`src/rtl/qos_pkg.sv`:
```
// Shared definitions for the QoS egress datapath: default widths, the
// destination field geometry and the routing FSM state type.
package qos_pkg;

  localparam int DATA_W_DEF = 6;
  localparam int CNT_W_DEF  = 5;

  // Destination field occupies the DEST_W most significant bits of a word.
  localparam int DEST_W = 2;
  localparam int N_DEST = 4;

  typedef enum logic [1:0] {
    VACIO    = 2'd0,
    ENVIANDO = 2'd1,
    ESPERA   = 2'd2
  } estado_t;

  // One-hot select for a destination index.
  function automatic logic [N_DEST-1:0] onehot_dest(input logic [DEST_W-1:0] d);
    return N_DEST'(1) << d;
  endfunction

endpackage

```
`src/rtl/contador_entregas.sv`:
```
// Delivered-word counter: wraps modulo 2^CNT_W, increments when en is high.
module contador_entregas #(
  parameter int CNT_W = 5
) (
  input  logic             clk,
  input  logic             rst_n,
  input  logic             en,
  output logic [CNT_W-1:0] cuenta
);

  // Count one delivered word per enabled edge; natural overflow gives the wrap.
  always_ff @(posedge clk or negedge rst_n) begin
    if (!rst_n) begin
      cuenta <= '0;
    end else if (en) begin
      cuenta <= cuenta + 1'b1;
    end
  end

endmodule

```
`src/rtl/conector_salida_fifos.sv`:
```
// Egress routing stage: drains the principal FIFO through a one-entry holding
// register and pushes each word into the destination FIFO named by its top
// bits, stalling (head-of-line) while that destination reports almost-full.
module conector_salida_fifos
  import qos_pkg::*;
#(
  parameter int DATA_W = DATA_W_DEF,
  parameter int CNT_W  = CNT_W_DEF
) (
  input  logic              CLOCK,
  input  logic              RESET,
  input  logic              EMPTYFP,
  input  logic [DATA_W-1:0] DATOFP,
  input  logic [3:0]        PAUSA,
  output logic              POPFP,
  output logic [3:0]        PUSHff,
  output logic [DATA_W-1:0] DATO_OUT,
  output logic [CNT_W-1:0]  CONT0,
  output logic [CNT_W-1:0]  CONT1,
  output logic [CNT_W-1:0]  CONT2,
  output logic [CNT_W-1:0]  CONT3,
  output logic              IDLE
);

  estado_t           estado, estado_sig;
  logic [DATA_W-1:0] hold_dato;
  logic              hold_valid;
  logic              drain;
  logic [DEST_W-1:0] dest;
  logic [DEST_W-1:0] dest_in;
  logic [CNT_W-1:0]  cuenta [N_DEST];

  // The holding register is occupied in every state except VACIO.
  assign hold_valid = (estado != VACIO);
  assign dest       = hold_dato[DATA_W-1 -: DEST_W];
  assign dest_in    = DATOFP[DATA_W-1 -: DEST_W];

  // Only the pause bit of the held word's destination matters.
  assign drain    = hold_valid & ~PAUSA[dest];
  assign PUSHff   = drain ? onehot_dest(dest) : '0;
  // Gated by RESET so no pop is requested while the stage is held in reset.
  assign POPFP    = RESET & ~EMPTYFP & (~hold_valid | drain);
  assign DATO_OUT = hold_dato;
  assign IDLE     = ~hold_valid & EMPTYFP;

  // Next FSM state: a pop refills the register, a lone drain empties it,
  // otherwise the held word tracks its destination's pause bit.
  always_comb begin
    // NOTE: default assignment first so no path through this block infers a latch.
    estado_sig = estado;
    if (POPFP) begin
      estado_sig = PAUSA[dest_in] ? ESPERA : ENVIANDO;
    end else if (drain) begin
      estado_sig = VACIO;
    end else if (hold_valid) begin
      estado_sig = PAUSA[dest] ? ESPERA : ENVIANDO;
    end
  end

  // State and holding register; a word held at reset is discarded.
  always_ff @(posedge CLOCK or negedge RESET) begin
    if (!RESET) begin
      estado    <= VACIO;
      hold_dato <= '0;
    end else begin
      // NOTE: non-blocking assignments so every register samples pre-edge values.
      estado <= estado_sig;
      if (POPFP) begin
        hold_dato <= DATOFP;
      end
    end
  end

  // One delivered-word counter per destination FIFO.
  for (genvar i = 0; i < N_DEST; i++) begin : g_cont
    contador_entregas #(.CNT_W(CNT_W)) u_cont (
      .clk    (CLOCK),
      .rst_n  (RESET),
      .en     (PUSHff[i]),
      .cuenta (cuenta[i])
    );
  end

  assign CONT0 = cuenta[0];
  assign CONT1 = cuenta[1];
  assign CONT2 = cuenta[2];
  assign CONT3 = cuenta[3];

endmodule

```
`config.mk`:
```
export PLATFORM = sky130hd
export DESIGN_NAME = conector_salida_fifos
export DESIGN_NICKNAME = d
export VERILOG_FILES = /design/src/rtl/qos_pkg.sv /design/src/rtl/contador_entregas.sv /design/src/rtl/conector_salida_fifos.sv
export SDC_FILE = /design/constraint.sdc
export NUM_CORES = 1
export LEC_CHECK = 0
export ABC_AREA = 1
export BUFFER_PORTS_ARGS = -buffer_cell sky130_fd_sc_hd__buf_4
export CAP_MARGIN = 20
export CORE_ASPECT_RATIO = 1.4
export CORE_UTILIZATION = 47
export DETAILED_ROUTE_END_ITERATION = 8
export GPL_ROUTABILITY_DRIVEN = 0
export PLACE_DENSITY_LB_ADDON = 0.08
export REMOVE_ABC_BUFFERS = 1
export SYNTH_ARGS = -nofsm -noshare
export SYNTH_HDL_FRONTEND = slang
export SYNTH_SLANG_ARGS = --single-unit
export TNS_END_PERCENT = 50
```
`constraint.sdc`:
```
create_clock -name CLOCK -period 1.55 [get_ports CLOCK]
set_input_delay 0.465 -clock CLOCK [delete_from_list [all_inputs] [get_ports CLOCK]]
set_output_delay 0.465 -clock CLOCK [all_outputs]
set_load 0.005 [all_outputs]
```
==> summary by stage, run 1 <==
Run status
The run finished, with violations left. The final reports fail on negative setup slack.

Clocking
The number of sinks driven by the clock tree is 28. The CTS tree is done. In this run the deepest clock path goes through 2 buffers. The root buffer cell is sky130_fd_sc_hd__clkbuf_8. The clock insertion delay at the later pin of the skew report is 0.27 ns. The clock transition at the registers of the reported paths is 0.09 ns. In this run the number of H-tree levels came out at 1.

Buffers inserted during clock tree synthesis total 3.

STA
The post-layout worst setup margin is -0.3269 ns. Of the available clock period, the critical path in the final layout requires 1.211. The transition time at the pin with the least slew margin is ~0.38 ns. Setup repair after global routing could not meet its margin everywhere.

The final number of max-transition violations came to 0. The clock period minus worst slack is 1.877 ns. The worst relative slew slack is 0.7479. On the final layout, the worst clock skew is around 0.0054 ns. The top achievable clock speed is between 0.5 and 0.6 GHz. The final setup violation count is 6. Summed over all failing endpoints, the final setup total negative slack is -1.658 ns. The hold violation count in the final report came to 0.

GRT
The layer carrying the most global-route usage is met2. The first global-routing pass estimated 6561 µm of wire. The maximum number of pins on one net before global-route repair is 29. The via count of the first global-routing pass is 1,515. The number of antenna violations at the first check in global routing was 0. For met1 alone, demand over resource in global routing was 0.2912. For this run, global-route usage on met3 was measured as 0.02306. The total grt overflow is 0. The met2 routing resource usage after global routing is 0.3924. The total routing resource utilization after global routing is 0.2261.

Synthesis
The number of storage elements in the synthesis netlist is 28. A synthesized cell averages ~7.7 µm². The xor-xnor portion of the synthesized cell area is 0.02099. By area, the combinational part of the netlist is dominated by simple AND/OR/NAND/NOR gates. The fraction of the mapped netlist area in compound gates is 0.008996. The fraction of the mapped netlist area in adder cells is 0.02999.

During synthesis, Yosys emitted a total of 0 warnings. Yosys mapped the design onto 18 distinct sky130hd cell types. The cell area that synthesis handed to floorplanning was about 1700 µm². The count of mapped cells out of synthesis is 218. The sequential area share after synthesis is 0.4198. After synthesis, the share of cell area in mux cells is 0. Of the total synthesized cell area, the portion taken by AND, OR, NAND and NOR gates is 0.4190.

Critical path
The start-to-end type of the worst setup path is register to primary output. STA classifies the critical path endpoint as a primary output. Measured in cells, the most critical reg-to-reg path has a length of 8. The data arrival time of the critical path is between 1 and 1.5 ns. The highest net fanout along the worst path is 7. The critical path startpoint is DATO_OUT[4]. The setup check on the worst reg-to-reg path leaves a slack of about 0.1 ns. The critical path launch point type is a register. The worst register-to-register path ends at g_cont[1].u_cont.cuenta[1]. Data on the critical path is required at its endpoint by between 1 and 1.5 ns. Following the worst setup path forward leads to its endpoint at POPFP.

The worst register-to-register path begins at DATO_OUT[5].

Flow run
The tool flagged a number of max-cap violations equal to 0.

Pwr
Dividing total power by cell area gives a power density of around 1300 nW/µm². The maximum vdd ir drop is between 1000 and 1500 µV. The leakage component of the power is 0.001290 µW.

Die
From bottom edge to top edge, the die measures ~73 µm. The floorplan row count is 25. The width of the chip is 52.37 µm. For this configuration, the core starts out at a cell density of 0.4941.

The total core area is between 3000 and 4000 µm². The number of primary I/O pins is between 40 and 50. The area of the die is ~3800 µm².

Detailed routing
In the routed design, unresolved DRC markers number 0. The number of detailed-routing iterations run before antenna repair is 6. The number of violations reported at the end of detailed-routing iteration 0 is 49. The final antenna-violating net count is 0. The via count of the routed design is 1,625. The per-cell via count in the routed design is a little over 5. The post-detailed-route wirelength per cell is roughly 12 µm. For this block, the routed nets add up to roughly 3800 µm of wire.

Place
Buffers placed on the I/O ports in this run total 44. The placed cell count is roughly 320. After legalization and detailed placement, the total HPWL measured approximately 2800 µm.

Finish
The count of antenna diodes in the layout is 0. The top cell types in the final layout, fill and taps aside, are 80 x sky130_fd_sc_hd__nand2_1, 67 x sky130_fd_sc_hd__buf_4, 28 x sky130_fd_sc_hd__nand4_1. Of the cells placed in the final design, the portion with a size suffix greater than 1 is 0.3298. The layout overhead on the synthesized area is 34.78%. Leaving out fill and tap cells, the most frequent cell in the layout is sky130_fd_sc_hd__nand2_1. The number of fillers in the final layout is ~320. The final layout contains between 300 and 400 nets. The final cell count without fillers is 322.

Worst hold path
The path class of the tightest hold or removal check is primary input to async pin.
==> through the flow <==
stage / cell area [µm²] / util / hold slack, ns / power (µW) / setup slack, ns
after global placement: 2163 / 0.6404 / 0.4580 / 2438 / -0.1206
after global routing: 2250 / 0.6659 / 0.2410 / 3124 / -0.4122
after detailed placement: 2163 / 0.6404 / 0.4593 / 2465 / -0.1558
after floorplan: 1590 / - / 0.1694 / 1742 / -0.3135
after CTS: 2243 / 0.6641 / 0.2276 / 2907 / -0.3550
final: 2250 / 0.6659 / 0.2197 / 2889 / -0.3269
==> cell usage after synthesis (all sizes together) <==
cell / n / share of area
nand2: 85 / 0.20
dfrtp: 28 / 0.42
nand4: 28 / 0.10
inv: 23 / 0.052
nand3: 21 / 0.078
nor2: 11 / 0.039
buf: 8 / 0.043
ha: 4 / 0.030
xor2: 4 / 0.021
o21ai: 3 / 0.0090
clkbuf: 2 / 0.0045
clkinv: 1 / 0.0022
==> flip-flops by register name (all words and copies together), names as in the netlist <==
register / cells
DATO_OUT: 6
estado: 2
g_cont.u_cont.cuenta: 20
==> kinds of logic (layout without fill, tap and decap cells) <==
group / Yosys count / in the layout
AND/OR/NAND/NOR: 145 / 145
flip-flops: 28 / 28
AO/OA/AOI/OAI: 3 / 3
XOR/XNOR: 4 / 4
adder cells (fa/ha/maj): 4 / 4
buffers and inverters: 34 / 98
==> final cells by class <==
cell class              count  area (µm²)  share of cell area
clock buffers               3       41.29             0.01835
inverters                  24       93.84             0.04171
multi-input cells         156       804.5              0.3576
flip-flops and latches     28       703.2              0.3126
well taps                  40       50.05             0.02225
repair buffers             71       556.8              0.2475
==> metal layers <==
metal / part of all wire / up-vias
li1: - / 836
met1: 0.44 / 754
met2: 0.52 / 33
met3: 0.034 / 2
met4: 0.0037 / 0
met5: 0 / -
==> power by group <==
part / internal (µW) / switching [µW]
clock: 174 / 217
combinational: 684 / 620
sequential: 918 / 276
==> worst min path at each step <==
stage / start / end / depth (start not counted)
after floorplan: RESET / DATO_OUT[0] / 0
after global placement: DATO_OUT[0] / DATO_OUT[0] / 2
after detailed placement: DATO_OUT[0] / DATO_OUT[0] / 2
after CTS: RESET / DATO_OUT[1] / 2
after global routing: RESET / DATO_OUT[1] / 2
final: RESET / g_cont[3].u_cont.cuenta[3] / 2
==> timing repair <==
| action | 4_1_cts | 5_1_grt |
|---|---|---|
| hold buffers | 0 | 0 |
| pin swaps | 6 | 4 |
| cloned | 0 | 0 |
| gates resized for setup | 8 | 2 |
| setup buffers | 3 | 0 |
| endpoints found under the setup margin | 7 | 8 |
==> worst max-delay path: stages (launching register included) <==
cell                      delay, ns
sky130_fd_sc_hd__dfrtp_2       0.48
sky130_fd_sc_hd__buf_4         0.17
sky130_fd_sc_hd__nand2_1       0.05
sky130_fd_sc_hd__nand2_1       0.05
sky130_fd_sc_hd__nand2_1       0.07
sky130_fd_sc_hd__nand2_1       0.07
sky130_fd_sc_hd__nand2_2       0.07
sky130_fd_sc_hd__nand2_2       0.05
sky130_fd_sc_hd__inv_2         0.05
sky130_fd_sc_hd__buf_6         0.08
Note: power is estimated with default switching activity, not from simulation.
==> run 2: changes to the inputs <==
--- a/config.mk
+++ b/config.mk
@@ -7,12 +7,13 @@
 export LEC_CHECK = 0
 export ABC_AREA = 1
 export BUFFER_PORTS_ARGS = -buffer_cell sky130_fd_sc_hd__buf_4
-export CAP_MARGIN = 20
+export CAP_MARGIN = 25
 export CORE_ASPECT_RATIO = 1.4
 export CORE_UTILIZATION = 47
 export DETAILED_ROUTE_END_ITERATION = 8
 export GPL_ROUTABILITY_DRIVEN = 0
 export PLACE_DENSITY_LB_ADDON = 0.08
+export RECOVER_POWER = 100
 export REMOVE_ABC_BUFFERS = 1
 export SYNTH_ARGS = -nofsm -noshare
 export SYNTH_HDL_FRONTEND = slang
==> summary by stage, run 2 (synthesis results as in run 1) <==
Clocking
The clock insertion delay at the later pin of the skew report was 0.27 ns (about the same). The clock transition at the registers of the reported paths is 0.09 ns (about the same). The number of sinks driven by the clock tree was 28 (unchanged).

The CTS buffer count is 3 (unchanged). The total number of H-tree levels came to 1 (unchanged). The quantity of hold-fixing buffers added after cts is 0 (unchanged). The number of buffers on the longest clock path came to 2 (unchanged).

The tree is rooted in a sky130_fd_sc_hd__clkbuf_8. TritonCTS built the clock tree.

Die
The width of the chip is 52.37 µm (unchanged). The chip height is 72.51 µm (unchanged). The number of primary I/O pins came to 45 (unchanged). The area of the die is 3797 µm² (unchanged). The total core area was 3378 µm² (unchanged).

The floorplan row count is 25 (unchanged). The effective utilization at floorplan came to 0.4941 (unchanged).

Finish
In the layout the commonest cells are 80 x sky130_fd_sc_hd__nand2_1, 61 x sky130_fd_sc_hd__buf_4, 28 x sky130_fd_sc_hd__nand4_1. The ratio of cells with drive above 1 in the final layout is 0.3262 (-0.003546). From synthesis to final layout, the design area changed by 34.41%. The number of fillers in the final layout is 319 (+0.95%). The count of antenna diodes in the layout was 0 (unchanged). The most flop-heavy register is g_cont.u_cont.cuenta. The number of flip-flops under the largest register name is 20 (unchanged). The library cell used most frequently in the layout, excluding fill and tap cells, is sky130_fd_sc_hd__nand2_1. The total non-filler cell area in the finished layout was 2243 µm² (-0.28%).

The post-layout net count is 301 (unchanged). The final cell count without fillers is 322 (unchanged).

STA
The top achievable clock speed is 0.5329 GHz (about the same). The clock period minus worst slack is 1.877 ns (-0.0002900 ns). Setup repair after global routing could not meet its margin everywhere. The portion of the clock cycle consumed by the worst path in the final layout was 1.211 (about the same). The post-layout worst setup margin is -0.3267 ns (+0.0002900 ns). The final setup violation count came to 6 (unchanged). The final number of max-transition violations is 0 (unchanged). The worst relative slew slack is 0.5113 (-0.2366).

The smallest hold slack is 0.4179 ns (+0.1983 ns). The setup TNS after final layout came to -1.657 ns (+0.0007100 ns). The transition time at the pin with the least slew margin is 0.7331 ns (+0.3549 ns). The hold violation count in the final report is 0 (unchanged). The worst setup skew after layout was 0.005299 ns (-0.00007583 ns).

Pwr
The total design power is 2884 µW (-0.19%). The switching part of the total came to 0.3856 (about the same). The clock share of power was 0.136 (about the same).

The leakage component of the power is 0.001285 µW (-0.43%). The register share of total power is 0.414 (about the same). The relative contribution of combinational cells to total power is 0.451 (about the same). The maximum vdd ir drop is 1096 µV (about the same). The power density over the cells came to 1285 nW/µm² (about the same). The power spent charging and discharging nets is 1112 µW (-0.13%). The internal portion of total power is 1772 µW (-0.24%).

GRT
The total routing resource utilization after global routing was 0.2261 (unchanged). The maximum number of pins on one net before global-route repair came to 29 (unchanged). The via count of the first global-routing pass came to 1,515 (unchanged). The number of antenna violations at the first check in global routing is 0 (unchanged).

The total grt overflow was 0 (unchanged). The wire length of the first global-routing pass is 6561 µm (unchanged).

Critical path
The data arrival time of the critical path came to 1.41 ns (about the same). The worst setup slack for register-to-register paths was 0.10 ns (about the same). STA classifies the critical path endpoint as a primary output. The critical path launch point type is a register.

The reg-to-reg critical path endpoint is g_cont[1].u_cont.cuenta[1]. The worst register-to-register path begins at DATO_OUT[5]. The most frequent cell on the critical path is sky130_fd_sc_hd__nand2_1.

By startpoint and endpoint, the worst setup path is classified as register to primary output. The number of cells traversed by the worst register-to-register path came to 8 (unchanged). For this design, the slowest cell found on the critical path is sky130_fd_sc_hd__dfrtp_2. The critical path required time is 1.08 ns (about the same).

The highest cell delay on the worst timing path is 0.48 ns (about the same). The critical path goes through buf_4 -> nand2_1 -> nand2_1 -> nand2_1 -> nand2_1 -> nand2_2 -> nand2_2 -> inv_2 -> buf_6. The highest net fanout along the worst path came to 7 (unchanged).

Worst hold path
The worst hold path class is primary input to register. The worst-case hold path end point is DATO_OUT[1]. The origin of the worst min-delay path is DATOFP[1]. Counting instances, the worst hold path has a depth of 3.

Detailed routing
The number of remaining DRC errors is 0 (unchanged). The final antenna-violating net count was 0 (unchanged). The aggregate routed wire length is 3818 µm (-0.37%).

The per-cell via count in the routed design came to 5.050 (about the same). The number of detailed-routing iterations run before antenna repair is 4 (-2). The via count of the routed design is 1,626 (+0.062%).

The number of violations reported at the end of detailed-routing iteration 0 is 50 (+2.0%). The post-detailed-route wirelength per cell is 11.86 µm (-0.37%).

Place
The placed cell count was 316 (unchanged). The placed wire-length estimate came to 2772 µm (unchanged). The count of buffers from port buffering is 44 (unchanged). The total placed instance area was 2163 µm² (unchanged).

Run status
The flow ran to the end, but the final reports show violations. The final reports fail on negative setup slack.

Flow run
The count of maximum capacitance violations is 0 (unchanged).
-- run 2: cell count changes in the layout (fill, tap and decap cells not counted), sizes merged --
| cell | before | now |
|---|---|---|
| buf | 71 | 65 |
| clkbuf | 3 | 9 |
-- run 2: worst max path at each step --
stage	from	to	cells after the start
floorplan	estado[1]	POPFP	5
global placement	PAUSA[3]	PUSHff[1]	7
detailed placement	PAUSA[3]	PUSHff[2]	7
CTS	DATO_OUT[4]	POPFP	10
global route	DATO_OUT[4]	POPFP	10
finish	DATO_OUT[4]	POPFP	9
-- run 2: final cells by class --
| type | count | area, µm² | share of cell area |
|---|---|---|---|
| multi-input cells | 156 | 804.5 | 0.3586 |
| flip-flops and latches | 28 | 703.2 | 0.3134 |
| repair buffers | 71 | 550.5 | 0.2454 |
| inverters | 24 | 93.84 | 0.04183 |
| well taps | 40 | 50.05 | 0.02231 |
| clock buffers | 3 | 41.29 | 0.01840 |
-- run 2: worst max-delay path: cells and delay by family, from the launching register on --
kind	cells	cell delay (ns)
DFF	1	0.48
and+or+nand+nor	6	0.36
buffers and inverters	3	0.30
-- run 2: repair_timing --
item	in CTS	in global routing
resized for setup	8	2
pin swaps	6	4
buffers inserted	3	0
endpoints found under the setup margin	7	8
-- run 2: power groups by stage --
stage / combinational [µW] / sequential [µW] / clock (µW)
floorplan: 563 / 1180 / 0
global placement: 1240 / 1200 / 0
detailed placement: 1270 / 1200 / 0
CTS: 1310 / 1190 / 404
global route: 1450 / 1230 / 434
finish: 1300 / 1190 / 391
-- run 2: stage by stage --
step	setup slack, ns	util
floorplan	-0.3135	-
global placement	-0.1206	0.6404
detailed placement	-0.1558	0.6404
CTS	-0.3550	0.6641
global route	-0.4122	0.6641
finish	-0.3267	0.6641
-- run 2: per-layer routing --
metal	routed length [µm]	global-route usage
met5	0	0
met4	14	0.06433
met3	130	0.02306
met2	1992	0.3924
met1	1680	0.2912
